File: src/rtl/vector_fetcher.sv
// vector_fetcher: pops column IDs from per-channel column FIFOs, reads the
// matching dense-vector element from one shared vector RAM read port and
// presents one element per channel on a valid/ready output.
//
// Pipeline per fetch (grant in cycle N):
//   N   : arbiter grants channel g, col_read[g] pulses, stage 1 loads tag g
//   N+1 : FIFO dout valid, vec_addr driven from the stage-1 tag, stage 2 loads
//   N+2 : vec_data valid, output register of the stage-2 channel loads
//   N+3 : out_valid[g] visible
//
// Build option: define RR_ARB_EN for round-robin arbitration with a rotating
// pointer. Without it the lowest eligible channel index always wins.
module vector_fetcher #(
  parameter int CHANNEL_NUM     = 4,
  parameter int CHANNEL_NUM_LOG = 2,
  parameter int COL_ID_SIZE     = 16,
  parameter int VEC_ADDR_SIZE   = 13,
  parameter int VAL_SIZE        = 16
) (
  input  logic                            clk,
  input  logic                            rst,
  input  logic [COL_ID_SIZE*CHANNEL_NUM-1:0] col_in,
  input  logic [CHANNEL_NUM-1:0]          col_empty,
  output logic [CHANNEL_NUM-1:0]          col_read,
  output logic [VEC_ADDR_SIZE-1:0]        vec_addr,
  input  logic [VAL_SIZE-1:0]             vec_data,
  output logic [VAL_SIZE*CHANNEL_NUM-1:0] out_data,
  output logic [CHANNEL_NUM-1:0]          out_valid,
  input  logic [CHANNEL_NUM-1:0]          out_ready
);

  // Output handshake: out_valid[c] is a registered flag. A transfer happens in
  // any cycle where out_valid[c] & out_ready[c]; out_valid[c] drops on the
  // following edge. While out_valid[c] is high and out_ready[c] low, out_data
  // for that channel does not change. A channel is only re-granted once its
  // output register is empty, so there is no back-to-back per channel.

  // Per-channel state
  logic [CHANNEL_NUM-1:0]          busy_q, busy_d;
  logic [CHANNEL_NUM-1:0]          out_valid_q, out_valid_d;
  logic [VAL_SIZE*CHANNEL_NUM-1:0] out_data_q, out_data_d;

  // Pipeline stages
  logic                       s1_valid_q, s1_valid_d;
  logic [CHANNEL_NUM_LOG-1:0] s1_tag_q, s1_tag_d;
  logic                       s2_valid_q, s2_valid_d;
  logic [CHANNEL_NUM_LOG-1:0] s2_tag_q, s2_tag_d;

  // Last driven RAM address, held while stage 1 is idle
  logic [VEC_ADDR_SIZE-1:0] addr_hold_q, addr_hold_d;
  logic [VEC_ADDR_SIZE-1:0] addr_sel;

  // Arbitration
  logic [CHANNEL_NUM-1:0]     elig;
  logic [CHANNEL_NUM-1:0]     grant;
  logic                       grant_any;
  logic [CHANNEL_NUM_LOG-1:0] grant_idx;

  // Column ID bits above the RAM address width are deliberately ignored
  logic col_hi_unused;

`ifdef RR_ARB_EN
  logic [CHANNEL_NUM_LOG-1:0] ptr_q, ptr_d;
  logic [CHANNEL_NUM-1:0]     upper;
  logic                       upper_any;
  logic [CHANNEL_NUM_LOG-1:0] upper_idx;
  logic                       wrap_any;
  logic [CHANNEL_NUM_LOG-1:0] wrap_idx;
`endif

  // Eligibility from registered state only, then pick one channel
  always_comb begin
    elig      = ~col_empty & ~busy_q & ~out_valid_q;
    grant_any = 1'b0;
    grant_idx = '0;
`ifdef RR_ARB_EN
    // Search [ptr, CHANNEL_NUM-1] first, then wrap around to [0, ptr-1]
    upper     = '0;
    upper_any = 1'b0;
    upper_idx = '0;
    wrap_any  = 1'b0;
    wrap_idx  = '0;
    for (int c = 0; c < CHANNEL_NUM; c++) begin
      upper[c] = elig[c] && (CHANNEL_NUM_LOG'(c) >= ptr_q);
    end
    for (int c = CHANNEL_NUM - 1; c >= 0; c--) begin
      if (upper[c]) begin
        upper_any = 1'b1;
        upper_idx = CHANNEL_NUM_LOG'(c);
      end
      if (elig[c]) begin
        wrap_any = 1'b1;
        wrap_idx = CHANNEL_NUM_LOG'(c);
      end
    end
    if (upper_any) begin
      grant_any = 1'b1;
      grant_idx = upper_idx;
    end else if (wrap_any) begin
      grant_any = 1'b1;
      grant_idx = wrap_idx;
    end
`else
    // Fixed priority: descending scan so the lowest index is written last
    for (int c = CHANNEL_NUM - 1; c >= 0; c--) begin
      if (elig[c]) begin
        grant_any = 1'b1;
        grant_idx = CHANNEL_NUM_LOG'(c);
      end
    end
`endif
    grant = '0;
    if (grant_any) begin
      grant[grant_idx] = 1'b1;
    end
  end

`ifdef RR_ARB_EN
  // Advance the round-robin pointer past the granted channel
  always_comb begin
    ptr_d = ptr_q;
    if (grant_any) begin
      ptr_d = (grant_idx == CHANNEL_NUM_LOG'(CHANNEL_NUM - 1)) ? '0 : grant_idx + 1'b1;
    end
  end

  // Round-robin pointer register
  always_ff @(posedge clk) begin
    if (rst) begin
      ptr_q <= '0;
    end else begin
      ptr_q <= ptr_d;
    end
  end
`endif

  // FIFO read strobe is the grant, suppressed while in reset
  assign col_read = rst ? '0 : grant;

  // RAM address from the FIFO dout of the stage-1 channel
  always_comb begin
    addr_sel = '0;
    for (int c = 0; c < CHANNEL_NUM; c++) begin
      if (s1_tag_q == CHANNEL_NUM_LOG'(c)) begin
        addr_sel = col_in[c*COL_ID_SIZE +: VEC_ADDR_SIZE];
      end
    end
    vec_addr    = s1_valid_q ? addr_sel : addr_hold_q;
    addr_hold_d = vec_addr;
  end

  // Fold the unused column ID bits together so they are visibly consumed
  always_comb begin
    col_hi_unused = 1'b0;
    for (int c = 0; c < CHANNEL_NUM; c++) begin
      col_hi_unused = col_hi_unused ^
        (^col_in[c*COL_ID_SIZE+VEC_ADDR_SIZE +: COL_ID_SIZE-VEC_ADDR_SIZE]);
    end
  end

  // Pipeline stage advance: stage 1 follows the grant, stage 2 follows stage 1
  always_comb begin
    s1_valid_d = grant_any;
    s1_tag_d   = grant_idx;
    s2_valid_d = s1_valid_q;
    s2_tag_d   = s1_tag_q;
  end

  // Per-channel busy/output update: grant sets busy, RAM return loads the
  // output register and clears busy, a completed handshake clears valid.
  // Busy and out_valid are exclusive, so load and clear never collide.
  always_comb begin
    busy_d      = busy_q | grant;
    out_valid_d = out_valid_q & ~out_ready;
    out_data_d  = out_data_q;
    if (s2_valid_q) begin
      for (int c = 0; c < CHANNEL_NUM; c++) begin
        if (s2_tag_q == CHANNEL_NUM_LOG'(c)) begin
          out_data_d[c*VAL_SIZE +: VAL_SIZE] = vec_data;
          out_valid_d[c]                     = 1'b1;
          busy_d[c]                          = 1'b0;
        end
      end
    end
  end

  // State registers; an in-flight fetch is dropped on reset
  always_ff @(posedge clk) begin
    if (rst) begin
      busy_q      <= '0;
      out_valid_q <= '0;
      out_data_q  <= '0;
      s1_valid_q  <= 1'b0;
      s1_tag_q    <= '0;
      s2_valid_q  <= 1'b0;
      s2_tag_q    <= '0;
      addr_hold_q <= '0;
    end else begin
      busy_q      <= busy_d;
      out_valid_q <= out_valid_d;
      out_data_q  <= out_data_d;
      s1_valid_q  <= s1_valid_d;
      s1_tag_q    <= s1_tag_d;
      s2_valid_q  <= s2_valid_d;
      s2_tag_q    <= s2_tag_d;
      addr_hold_q <= addr_hold_d;
    end
  end

  assign out_valid = out_valid_q;
  assign out_data  = out_data_q;

endmodule

File: config.mk
export PLATFORM = sky130hd
export DESIGN_NAME = vector_fetcher
export DESIGN_NICKNAME = d
export VERILOG_FILES = /design/src/rtl/vector_fetcher.sv
export SDC_FILE = /design/constraint.sdc
export NUM_CORES = 1
export LEC_CHECK = 0
export ABC_AREA = 1
export CAP_MARGIN = 5
export CORE_MARGIN = 10
export CORE_UTILIZATION = 45
export DETAILED_ROUTE_END_ITERATION = 10
export PLACE_DENSITY = 0.86
export SYNTH_ARGS = -nofsm -noshare
export SYNTH_HDL_FRONTEND = slang
export SYNTH_SLANG_ARGS = --single-unit
File: constraint.sdc
create_clock -name clk -period 2.8 [get_ports clk]
set_clock_uncertainty 0.05 [all_clocks]
set_input_delay 0.42 -clock clk [delete_from_list [all_inputs] [get_ports clk]]
set_output_delay 0.42 -clock clk [all_outputs]
set_load 0.02 [all_outputs]
==> results of run 1 <==
==> timing repair <==
item / in CTS / in global routing
pin swaps: 0 / 1
resized for setup: 1 / 0
setup endpoints to repair: 1 / 3
setup buffers: 0 / 0
hold buffers: 0 / 0
==> logic make-up after synthesis <==
group,synth area share
simple gates,0.274
buf+inv,0.0837
flops,0.480
compound gates,0.162
==> layout by cell type (no fill, tap or decap), types with 2 or more instances in the layout <==
master	Yosys	final
a21oi_1	29	29
a21oi_2	6	6
buf_4	2	8
clkbuf_8	0	10
clkdlybuf4s50_1	0	162
clkinv_2	0	2
dfxtp_1	91	91
inv_1	27	27
inv_2	2	2
inv_4	2	2
nand2_1	58	58
nand2_2	10	10
nand3_1	26	26
nor2_1	129	129
nor2_2	10	10
nor2_4	5	5
o21ai_0	54	54
o21ai_1	24	24
==> cell type report <==
type	count	area, sq um
clock buffer	11	141
clock inverter	4	51.3
fill	696	2600
inverter	33	130
multi-input combinational	357	1660
sequential	91	1820
tap	105	131
timing repair buffer	170	1680
==> worst reg2reg max path: cells and delay by family (launching register included) <==
kind | cells | cell delay [ns]
and+or+nand+nor | 1 | 0.54
AOI/OAI and AO/OA | 2 | 0.47
DFF | 1 | 0.45
==> per-stage QoR <==
stage	cells	worst slack (ns)
2_1_floorplan	508	1.11
3_3_place_gp	756	0.293
3_5_place_dp	756	0.238
4_1_cts	771	0.0932
5_1_grt	771	0.0162
6_report	771	0.156
==> power by group through the flow <==
stage                     Clock, uW  Combinational, uW  Sequential (uW)
after floorplan                   0                262             1440
after global placement            0                586             1400
after detailed placement          0                593             1410
after CTS                       895                596             1380
after global routing            945                646             1380
final                           871                592             1380
==> worst paths after layout <==
kind / cells past startpoint / from / slack [ns] / to
min reg2reg: 2 / out_data[49] / 0.40 / out_data[49]
max reg2reg: 3 / s2_tag_q[0] / 1.17 / out_data[56]
max: 7 / s1_tag_q[1] / 0.16 / vec_addr[6]
min: 2 / out_data[49] / 0.40 / out_data[49]
==> routing by layer <==
| layer | up-vias | wire, um | global-route usage |
|---|---|---|---|
| li1 | 1929 | - | - |
| met5 | - | 0 | 0 |
| met2 | 153 | 5980 | 0.321 |
| met3 | 12 | 1320 | 0.0789 |
| met1 | 1751 | 5650 | 0.249 |
| met4 | 0 | 190 | 0.0763 |
==> sequential cells by signal (all words and copies together), names as in the netlist <==
| register | flops |
|---|---|
| s1_tag_q | 2 |
| addr_hold_q | 13 |
| s2_valid_q | 1 |
| busy_q | 4 |
| out_data | 64 |
| out_valid | 4 |
| s1_valid_q | 1 |
| s2_tag_q | 2 |
==> qor.csv, run 1 <==
stage,metric,value,unit
status,status,"finished, final reports clean",
worst_setup_path,path_class,reg -> out,
final_layout,n_antenna_cell,0,
route,postRouteAntennaNets,0,
placement,dpl.hpwl,9.85,mm
route,via_count,3845,
placement,place_congestion,0.922,
global_route,grt_pass1_vias,3871,
timing,setup_viol,0,
clock_network,numCtsBuffers,9,
yosys,synth_top_area_frac,0.480,
worst_setup_path,end_kind,primary output,
timing,fmax,378,MHz
yosys,synth_top_cell_by_area,dfxtp_1,
route,viasPerCell,4.99,
worst_setup_path,critical_path_arrival,2.17,ns
worst_setup_path,cpMostUsedCell,nand2_1,
global_route,antenna_found_initial,0,
timing,fin_crit,2.64,ns
route,drt_iter0_drc,263,
power,power.density,506,nW/um^2
die,fp.dieH,112,um
yosys,synth-async-reset-ratio,0,
timing,holdWs,0.397,ns
power,power_frac_comb,0.209,
worst_setup_path,cpPeakStageDelay,0.63,ns
yosys,ys_top_cells_by_area,"dfxtp_1 48%, nor2_1 13%, o21ai_0 7.1%, nand2_1 5.7%, a21oi_1 3.8%",
die,fp-row-count,33,
global_route,gr-total-overflow,0,
route,drc,0,
clock_network,clk_pin_slew,0.09,ns
clock_network,tritoncts,yes,
yosys,synth-seq-cells,91,
worst_setup_path,cpLargestDelayFamily,buffers and inverters,
route,wire_per_inst,17.1,um
power,p_sw,781,uW
yosys,synthTopCellsByCount,"129 x nor2_1, 91 x dfxtp_1, 58 x nand2_1, 54 x o21ai_0, 29 x a21oi_1",
final_layout,layout.nets,752,
clock_network,clock_latency,0.34,ns
yosys,synth_edf_count,0,
yosys,ys_types,28,
power,clock_power_share,0.307,
worst_setup_path,cp.required,2.33,ns
clock_network,clockRootBuffer,clkbuf_8,
clock_network,htreeDepth,3,
die,initial_core_util,0.462,
die,core_area,8220,sq um
final_layout,utilization,0.684,
power,seq_power_share,0.485,
placement,dpl_cell_area,5420,sq um
power,finalPower,2840,uW
worst_setup_path,crit_path_max_fanout,19,
route,first_pass_iters,4,
timing,final_hold_viol_count,0,
worst_setup_path,critPathBufInv,2,
global_route,grt_pass1_wl,20.9,mm
timing,post-route-period-util,0.944,
power,ir_worst_vdd,297,uV
die,die_x,112,um
final_layout,finish.instance_area,5620,sq um
worst_setup_path,cp_cell_sequence,"buf_4, nor2_4, nand2_1, nand3_1, nand2_2, nand2_1, clkdlybuf4s50_1",
worst_setup_path,slowest_stage,clkdlybuf4s50_1,
power,p_sw_frac,0.275,
final_layout,syn2layout_area_growth,47.9,%
yosys,netlist_area,3800,sq um
die,die_area,12500,sq um
clock_network,clkSinkCount,91,
global_route,grt_max_degree,67,
yosys,ys_seq_area_frac,0.480,
power,internal_power,2060,uW
yosys,syn_area_per_cell,7.48,sq um
timing,rsz0062_at_grt,no,
die,ios,175,
timing,tns,0,ns
worst_setup_path,worst_setup_path_start_kind,flip-flop,
yosys,syn_nets,598,
yosys,synth.most_common_cell,nor2_1,
yosys,yosys_most_used_dff,dfxtp_1,
timing,slew_headroom,0.584,
yosys,syn_inst,508,
timing,tightest_slew,0.624,ns
hold_path,min_path_type,reg -> reg,
final_layout,final_layout_size_suffix_gt1_frac,0.0931,
route,wl,13.1,mm
placement,port_buffers,162,
global_route,gr-usage-all-layers,0.205,
clock_network,cts_buffer_depth,2,
timing,maxSlewViolCount,0,
job,drv_cap,0,
yosys,synth_warnings,0,
power,power.leakage,0.00224,uW
Power figures use the tool's default switching activity.
==> run 2, diff against run 1 <==
--- a/config.mk
+++ b/config.mk
@@ -10,7 +10,9 @@
 export CORE_MARGIN = 10
 export CORE_UTILIZATION = 45
 export DETAILED_ROUTE_END_ITERATION = 10
+export MAX_ROUTING_LAYER = met4
 export PLACE_DENSITY = 0.86
+export SLEW_MARGIN = 0
 export SYNTH_ARGS = -nofsm -noshare
 export SYNTH_HDL_FRONTEND = slang
 export SYNTH_SLANG_ARGS = --single-unit
==> qor.csv, run 2 (synthesized netlist as in run 1, its figures left out) <==
stage,metric,value,unit,change
status,status,"finished, final reports clean",,
die,fp.dieH,112,um,unchanged
clock_network,clockRootBuffer,clkbuf_8,,
global_route,grt_pass1_vias,3931,,+1.5%
route,wl,13.1,mm,-0.47%
placement,place_congestion,0.967,,+4.9%
worst_setup_path,cp.required,2.33,ns,about the same
power,power.density,495,nW/um^2,-2.0%
timing,fmax,371,MHz,-1.8%
hold_path,min_path_type,reg -> reg,,
timing,maxSlewViolCount,0,,unchanged
clock_network,clkSinkCount,91,,unchanged
die,die_area,12500,sq um,unchanged
timing,setup_viol,0,,unchanged
final_layout,final_layout_size_suffix_gt1_frac,0.0943,,+0.00122
die,core_area,8220,sq um,unchanged
hold_path,min_from,out_data[57],,
power,ir_worst_vdd,389,uV,+31%
clock_network,cts_hold_buf,0,,unchanged
clock_network,tritoncts,yes,,
worst_setup_path,rrSetupSlack,1.10,ns,-0.07 ns
worst_setup_path,path_class,reg -> out,,
worst_setup_path,crit_path_max_fanout,17,,-2
final_layout,layout.nets,753,,+0.13%
final_layout,syn2layout_area_growth,48.0,%,about the same
route,first_pass_iters,5,,+1
timing,rsz0062_at_grt,no,,
route,wire_per_inst,16.9,um,-0.86%
route,postRouteAntennaNets,0,,unchanged
clock_network,cts_buffer_depth,2,,unchanged
route,drt_iter0_drc,280,,+6.5%
worst_setup_path,rr_worst_depth,3,,unchanged
timing,post-route-period-util,0.962,,+0.0174
die,fp-row-count,33,,unchanged
timing,holdWs,0.399,ns,+0.00195 ns
die,die_x,112,um,unchanged
global_route,gr-usage-all-layers,0.210,,+0.00475
hold_path,holdPathEnd,out_data[57],,
route,via_count,3883,,+0.99%
global_route,antenna_found_initial,1,,+1
worst_setup_path,worst_setup_path_start_kind,flip-flop,,
die,ios,175,,unchanged
job,drv_cap,0,,unchanged
power,power.leakage,0.00224,uW,about the same
worst_setup_path,r2r_start,s2_tag_q[1],,
worst_setup_path,critical_path_arrival,2.22,ns,+0.05 ns
power,finalPower,2780,uW,-2.0%
route,drc,0,,unchanged
global_route,grt_pass1_wl,20.9,mm,-0.23%
clock_network,numCtsBuffers,9,,unchanged
global_route,grt_max_degree,67,,unchanged
worst_setup_path,end_kind,primary output,,
placement,dp_slack,0.269,ns,+0.0308 ns
die,initial_core_util,0.462,,unchanged
timing,tightest_slew,0.644,ns,+0.0203 ns
placement,dpl.hpwl,9.86,mm,+0.14%
worst_setup_path,timing.rr.end,out_data[55],,
final_layout,final_common_cell,clkdlybuf4s50_1,,
clock_network,htreeDepth,3,,unchanged
timing,slew_headroom,0.570,,-0.0135
final_layout,final_cell_mix,"162 x clkdlybuf4s50_1, 129 x nor2_1, 91 x dfxtp_1",,
route,viasPerCell,5.02,,+0.60%
timing,fin_crit,2.69,ns,+0.0488 ns
global_route,gr-total-overflow,0,,unchanged
clock_network,clk_pin_slew,0.10,ns,about the same
timing,setup_ws,0.107,ns,-0.0488 ns
hold_path,min_delay_path_depth,2,,unchanged
placement,port_buffers,162,,unchanged
final_layout,largest_reg_flops,64,,unchanged
timing,tns,0,ns,unchanged
clock_network,clock_latency,0.35,ns,about the same
final_layout,utilization,0.684,,about the same
timing,final_hold_viol_count,0,,unchanged
-- run 2: cell type report --
class                      instances  area, sq um
fill                             693         2600
sequential                        91         1820
timing repair buffer             171         1700
multi-input combinational        357         1660
tap                              105          131
inverter                          33          129
clock buffer                      10          128
clock inverter                     6         47.5
antenna                            1         2.50
-- run 2: critical path, stage by stage (launching register included) --
cell	delay (ns)
dfxtp_1	0.36
buf_4	0.21
nor2_4	0.19
buf_12	0.15
nand2_1	0.05
nand3_1	0.13
nand2_2	0.07
nand2_1	0.06
clkdlybuf4s50_1	0.65
-- run 2: worst max path at each step --
stage                      start     endpoint  slack [ns]  cells after the start
floorplan                    rst  col_read[1]        1.11                      5
global placement    col_empty[0]  col_read[3]        0.29                      8
detailed placement  col_empty[0]  col_read[3]        0.27                      8
CTS                  s1_tag_q[1]  vec_addr[6]        0.04                      7
global route         s1_tag_q[1]  vec_addr[7]        0.01                      8
finish               s1_tag_q[1]  vec_addr[7]        0.11                      8
-- run 2: per-stage QoR --
stage / instance area, sq um / cells
floorplan: 3800 / 508
global placement: 5420 / 755
detailed placement: 5420 / 755
CTS: 5590 / 771
global route: 5620 / 774
finish: 5620 / 774
-- run 2: power breakdown --
part	switching (uW)	leakage [uW]	internal, uW
combinational	318	0.00141	285
clock	473	0.0000873	331
sequential	27.9	0.000741	1350
total	818	0.00224	1970
-- run 2: timing repair --
item                       CTS  global route
resized for setup            0             0
hold endpoints to repair     0             0
setup endpoints to repair    0             4
setup buffers                0             2
-- run 2: layer usage --
metal / up-vias / routed length (um) / global-route usage
li1: 1940 / - / -
met1: 1766 / 5690 / 0.246
met2: 160 / 5880 / 0.321
met3: 17 / 1270 / 0.0848
met4: 0 / 238 / 0.0660
met5: - / 0 / -
